**src/rtl/load_ext_ctrl_pkg.sv**
```systemverilog
// Shared load-path definitions: op codes, error codes, FSM states and the
// alignment/legality rule used when a load is accepted.
package load_ext_ctrl_pkg;

  typedef enum logic [2:0] {
    OP_LB  = 3'b000,
    OP_LBU = 3'b001,
    OP_LH  = 3'b010,
    OP_LHU = 3'b011,
    OP_LW  = 3'b100
  } op_e;

  typedef enum logic [1:0] {
    ERR_OK      = 2'b00,
    ERR_ALIGN   = 2'b01,
    ERR_TIMEOUT = 2'b10
  } err_e;

  typedef enum logic [1:0] {
    ST_IDLE,
    ST_REQ,
    ST_ERR,
    ST_DONE
  } state_e;

  // High when the op is illegal or the address is not naturally aligned for it.
  function automatic logic load_fault(input logic [2:0] op, input logic [1:0] lo);
    logic f;
    case (op)
      OP_LB, OP_LBU: f = 1'b0;
      OP_LH, OP_LHU: f = lo[0];
      OP_LW:         f = (lo != 2'b00);
      default:       f = 1'b1;
    endcase
    return f;
  endfunction

endpackage

```
**src/rtl/load_ext_ctrl_lane_ext.sv**
```systemverilog
// Combinational lane select and sign/zero extension of a little-endian
// memory word for byte, halfword and word loads.
module load_lane_ext
  import load_ext_ctrl_pkg::*;
(
  input  logic [2:0]  op,
  input  logic [1:0]  addr,
  input  logic [31:0] word,
  output logic [31:0] ext
);

  logic [7:0]  byte_sel;
  logic [15:0] half_sel;

  always_comb begin
    byte_sel = word[{addr, 3'b000} +: 8];
    half_sel = addr[1] ? word[31:16] : word[15:0];
    ext      = '0;
    case (op)
      OP_LB:   ext = {{24{byte_sel[7]}}, byte_sel};
      OP_LBU:  ext = {24'h000000, byte_sel};
      OP_LH:   ext = {{16{half_sel[15]}}, half_sel};
      OP_LHU:  ext = {16'h0000, half_sel};
      OP_LW:   ext = word;
      default: ext = '0;
    endcase
  end

endmodule

```
**src/rtl/load_ext_ctrl.sv**
```systemverilog
// Single-load sequencer: issues one word read on the request/ack bus, extends
// the addressed lane, and reports misalignment or bus timeout with done.
module load_ext_ctrl
  import load_ext_ctrl_pkg::*;
#(
  parameter int unsigned TIMEOUT = 16,
  parameter int unsigned CNT_W   = 5
) (
  input  logic        clk,
  input  logic        rst,
  input  logic        start,
  input  logic [2:0]  op,
  input  logic [31:0] addr,
  output logic        busy,
  output logic        done,
  output logic [31:0] rdata,
  output logic [1:0]  err,
  output logic        mem_req,
  output logic [31:0] mem_addr,
  input  logic        mem_ack,
  input  logic [31:0] mem_rdata
);

  localparam logic [CNT_W-1:0] CNT_LAST = CNT_W'(TIMEOUT - 1);

  state_e      state_q, state_d;
  logic [2:0]  op_q, op_d;
  logic [31:0] addr_q, addr_d;
  logic [CNT_W-1:0] cnt_q, cnt_d;
  logic [31:0] rdata_q, rdata_d;
  logic [1:0]  err_q, err_d;
  logic [31:0] lane_val;

  load_lane_ext u_lane_ext (
    .op   (op_q),
    .addr (addr_q[1:0]),
    .word (mem_rdata),
    .ext  (lane_val)
  );

  always_ff @(posedge clk) begin
    if (rst) state_q <= ST_IDLE;
    else     state_q <= state_d;
  end

  always_comb begin
    state_d = state_q;
    case (state_q)
      ST_IDLE: if (start) state_d = load_fault(op, addr[1:0]) ? ST_ERR : ST_REQ;
      ST_REQ:  if (mem_ack || (cnt_q == CNT_LAST)) state_d = ST_DONE;
      ST_ERR:  state_d = ST_DONE;
      ST_DONE: state_d = ST_IDLE;
      default: state_d = ST_IDLE;
    endcase
  end

  always_comb begin
    busy    = (state_q == ST_REQ) || (state_q == ST_ERR);
    mem_req = (state_q == ST_REQ);
    done    = (state_q == ST_DONE);
  end

  // Ack wins over timeout when both land on the final wait cycle.
  always_comb begin
    op_d    = op_q;
    addr_d  = addr_q;
    cnt_d   = cnt_q;
    rdata_d = rdata_q;
    err_d   = err_q;
    case (state_q)
      ST_IDLE: if (start) begin
        op_d   = op;
        addr_d = addr;
        cnt_d  = '0;
      end
      ST_REQ: begin
        cnt_d = cnt_q + CNT_W'(1);
        if (mem_ack) begin
          rdata_d = lane_val;
          err_d   = ERR_OK;
        end else if (cnt_q == CNT_LAST) begin
          err_d = ERR_TIMEOUT;
        end
      end
      ST_ERR:  err_d = ERR_ALIGN;
      default: ;
    endcase
  end

  always_ff @(posedge clk) begin
    if (rst) begin
      op_q    <= '0;
      addr_q  <= '0;
      cnt_q   <= '0;
      rdata_q <= '0;
      err_q   <= '0;
    end else begin
      op_q    <= op_d;
      addr_q  <= addr_d;
      cnt_q   <= cnt_d;
      rdata_q <= rdata_d;
      err_q   <= err_d;
    end
  end

  assign rdata    = rdata_q;
  assign err      = err_q;
  assign mem_addr = {addr_q[31:2], 2'b00};

endmodule

```
**config.mk**
```make
export PLATFORM = sky130hd
export DESIGN_NAME = load_ext_ctrl
export DESIGN_NICKNAME = d
export VERILOG_FILES = /design/src/rtl/load_ext_ctrl_pkg.sv /design/src/rtl/load_ext_ctrl_lane_ext.sv /design/src/rtl/load_ext_ctrl.sv
export SDC_FILE = /design/constraint.sdc
export NUM_CORES = 1
export LEC_CHECK = 0
export BUFFER_PORTS_ARGS = -buffer_cell sky130_fd_sc_hd__buf_2
export CAP_MARGIN = 20
export CORE_ASPECT_RATIO = 0.7
export CORE_MARGIN = 2
export CORE_UTILIZATION = 50
export CTS_CLUSTER_DIAMETER = 60
export DETAILED_ROUTE_END_ITERATION = 8
export PLACE_DENSITY = 0.8
export SYNTH_ARGS = -nofsm -noshare
export SYNTH_HDL_FRONTEND = slang
export SYNTH_SLANG_ARGS = --single-unit
export TNS_END_PERCENT = 100
```
**constraint.sdc**
```tcl
create_clock -name clk -period 2.5 [get_ports clk]
set_clock_uncertainty 0.05 [all_clocks]
set_input_delay 0.625 -clock clk [delete_from_list [all_inputs] [get_ports clk]]
set_output_delay 0.625 -clock clk [all_outputs]
set_load 0.02 [all_outputs]
```
==> flow_results.org <==
** Outcome
- The flow ran to the end, and the final reports show no timing, DRC or antenna violations.

** Timing
- The final-report hold violation count was 0.
- Timing would allow up to between 400 and 500 MHz.
- For the finished layout, the period the worst path requires is around 2.0 ns.
- Post-route fraction of the period consumed by the critical path :: between 80 and 90%
- Setup violations remaining at the end of the flow were counted as 0.
- Total Neg Setup Slack :: 0 ns
- Setup repair after global routing missed its margin :: false
- Final hold analysis gives a worst-case slack of ~0.40 ns.
- Slew of the pin with the lowest slew margin :: ~0.7 ns
- Worst slew margin relative to its limit :: 51.8%
- Slew Limit Fails :: 0

** Place
- Count of buffers inserted at the top-level ports :: 137
- Number of placed instances, taps included :: approximately 640
- Routability-driven placement congestion ratio :: 0.896
- Detailed placement finished with a half-perimeter wire length of around 7400 um.
- After detailed placement, the total cell area comes to approximately 0.0044 mm^2.

** Finish
- Final non-filler cell total :: approximately 660
- Reg area :: between 0.0015 and 0.002 mm^2
- Multi-input gate area in the final layout :: 0.00198 mm^2
- 0 antenna diodes ended up in the layout.
- Relative to the synthesized area, the layout overhead comes to 18.5%.
- The filler cells instantiated in the layout total around 630.
- Layout cells sized above 1 :: about a third
- After routing the design area is around 0.0046 mm^2.
- Count of nets after finishing :: around 630

** Power and ir drop
- Largest vdd supply drop :: between 400 and 500 uV
- The design draws about 4300 uW.
- Dividing total power by cell area gives a power density of roughly 930 mW/mm^2.
- In this run the static leakage power is 0.00195 uW.

** Clocking
- Clk slew on worst S/H paths :: approximately 0.07 ns
- Worst-Skew Late Latency :: roughly 0.35 ns
- The clock tree synthesis step divided the H-tree into 3 levels.
- Once the clock tree was built, the resizer swapped 0 gates to a different size.
- Root Buffer Master :: sky130_fd_sc_hd__clkbuf_8
- The longest clock path from root to sink contains 2 buffers.
- Once the clock tree was built, the setup fixing pass inserted 0 buffers.
- Number of sinks handled by clock tree synthesis :: 76
- TritonCTS buffer count :: 9
- Hold repair after CTS inserted 0 buffers.
- TritonCTS built the clock tree.

** Global route
- Congestion Overflow GR :: 0
- Met1 track demand over resource in global routing :: 33.1%
- Entering global routing, the biggest net connects 57 pins.
- GRT met2 Usage :: between 30% and 40%
- Global routing consumed, over all layers together, between 20% and 30% of the routing resources.
- met2 is the most crowded layer.
- First-pass GRT wire length :: 16100 um
- The number of antenna violations at the first check in global routing came to 0.
- Global routing used about 7.4% of the available met3 tracks.
- Via count of the first global-routing pass :: between 3000 and 4000

** Critical path
- Critical path type :: flop to flop
- Launching element type of the critical path :: flop
- R2R Path End :: state_q[1]
- Worst reg2reg path startpoint :: cnt_q[0]
- Data arrival, critical path :: between 2 and 2.5 ns
- Counting cells, the worst reg-to-reg path comes to 7.
- Across all register-to-register paths, the minimum setup slack is about 0.45 ns.
- Crit path required time :: between 2 and 3 ns
- STA classifies the critical path endpoint as a flop.
- Along the worst path, the maximum fanout reaches 4.

** Min path
- The worst hold path was traced through 2 stages.
- The worst hold path terminates at err[1].
- The tightest min-delay check is of the flop to flop type.
- The worst hold path begins at err[1].

** Yosys
- Synth cell types :: 47
- Netlist area before placement :: about 0.0039 mm^2
- Part of the Yosys area used for sequential elements :: about 39%
- For this run, the number of Yosys warnings is 0.
- In this run, synthesis produced a sequential element count of 76.
- Dividing the synthesized area by the synthesized cell count gives between 8 and 9 um^2.
- Synthesis produced a netlist whose cell count is 463.

** Routing
- Number of DRC violations after detailed routing :: 0
- For this block, the routed nets add up to between 10000 and 15000 um of wire.
- Once detail routing completed, the nets flagged for antenna violations numbered 0.
- Dividing the detail-routed via count by the number of cells gives approximately 5.7.
- Routed length per instance :: approximately 16 um
- Number of iterations in the first detailed-routing pass :: 5
- Detailed routing inserted a total of around 3700 vias.
- The detailed router finished its first iteration with around 260 violations.

** Floorplan
- Row cnt :: 26
- During I/O placement, the number of pins put on the boundary was between 100 and 150.
- The die is between 100 and 150 um wide.
- Initial standard-cell utilization of the core :: 52.4%
- The total area inside the core boundary comes to roughly 0.0074 mm^2.
- The die covers about 0.0085 mm^2.
- The floorplan step set the die height to between 70 and 80 um.

** Flow run
- Across the run, the number of max-cap violations was 0.
==> synth_stat cells (all sizes together) <==
library cell,number,area share (%)
nand2,98,9.4
dfxtp,76,39
a21oi,72,9.2
buf,44,8.1
a211oi,23,5.4
a22oi,23,4.4
clkbuf,23,2.2
nand2b,11,1.8
and2,9,1.4
mux4,7,4.3
nand3b,7,1.3
nor2,7,0.67
o22ai,7,1.1
o31ai,7,1.3
ha,6,1.9
o21ai,5,0.64
nor3,4,0.51
inv,3,0.29
nand3,3,0.38
nor3b,3,0.86
and2b,2,0.38
mux2i,2,0.61
nor2b,2,0.32
o21bai,2,0.48
o2bb2ai,2,0.45
or2,2,0.32
or3,2,0.32
a221oi,1,0.22
a2bb2oi,1,0.22
a32oi,1,0.22
and3,1,0.16
conb,1,0.096
nand4b,1,0.22
nor4,1,0.16
o211ai,1,0.19
o32ai,1,0.70
or3b,1,0.22
or4,1,0.29
==> critical path: stages, from the launching register on <==
cell	delay, ns
sky130_fd_sc_hd__dfxtp_1	0.34
sky130_fd_sc_hd__ha_1	0.23
sky130_fd_sc_hd__and3_1	0.21
sky130_fd_sc_hd__ha_1	0.18
sky130_fd_sc_hd__or3b_2	0.49
sky130_fd_sc_hd__nand2_1	0.13
sky130_fd_sc_hd__nor3_1	0.08
sky130_fd_sc_hd__a211oi_1	0.24
==> state kept, by name, summed over array words and instances, names as in the netlist <==
register  flops
err           2
state_q       2
rdata        32
addr_q       32
cnt_q         5
op_q          3
==> cell usage in the layout, fill, tap and decap left out, drive strengths merged, types with 3 or more instances in the layout <==
master,synthesis,final
a211oi,23,23
a21oi,72,72
a22oi,23,23
and2,9,9
buf,44,146
clkbuf,23,12
dfxtp,76,76
ha,6,6
inv,3,3
mux4,7,7
nand2,98,98
nand2b,11,11
nand3,3,3
nand3b,7,7
nor2,7,7
nor3,4,4
nor3b,3,3
o21ai,5,5
o22ai,7,7
o31ai,7,7
==> stage by stage <==
stage                     utilization (%)  worst slack (ns)
after detailed placement             59.0             0.255
after global placement               59.0             0.347
after floorplan                         -             0.688
final                                62.2             0.454
after CTS                            62.1             0.225
after global routing                 62.2             0.264
==> worst max-delay path by stage <==
stage,from,to,slack (ns),cells past startpoint
floorplan,cnt_q[0],state_q[1],0.69,7
global placement,mem_ack,rdata[10],0.35,5
detailed placement,state_q[1],rdata[12],0.25,6
CTS,state_q[1],rdata[12],0.22,6
global route,state_q[1],rdata[7],0.26,7
finish,cnt_q[0],state_q[1],0.45,7
==> power by group <==
group          switching, uW  internal (uW)
clock                    438            641
combinational           1090            611
sequential               142           1400
total                   1670           2650
==> layout make-up <==
type	count	share of cell area [%]
clock buffer	12	3.57
inverter	3	0.243
clock inverter	3	1.49
tap	98	2.65
sequential	76	32.9
multi-input combinational	318	42.7
timing repair buffer	146	16.5
==> metal layers <==
metal | vias up | routed length (um)
li1 | 1784 | -
met1 | 1746 | 4490
met2 | 169 | 4690
met3 | 9 | 981
met4 | 0 | 85
met5 | - | 0
==> kinds of logic after synthesis <==
logic type / count (synthesis) / synth area share [%]
buf+inv: 70 / 10.6
other cells: 1 / 0.0960
compound gates: 146 / 24.7
mux: 9 / 4.93
flops: 76 / 38.9
fa+ha+maj: 6 / 1.92
simple gates: 155 / 18.8
Note: power is estimated with default switching activity, not from simulation.
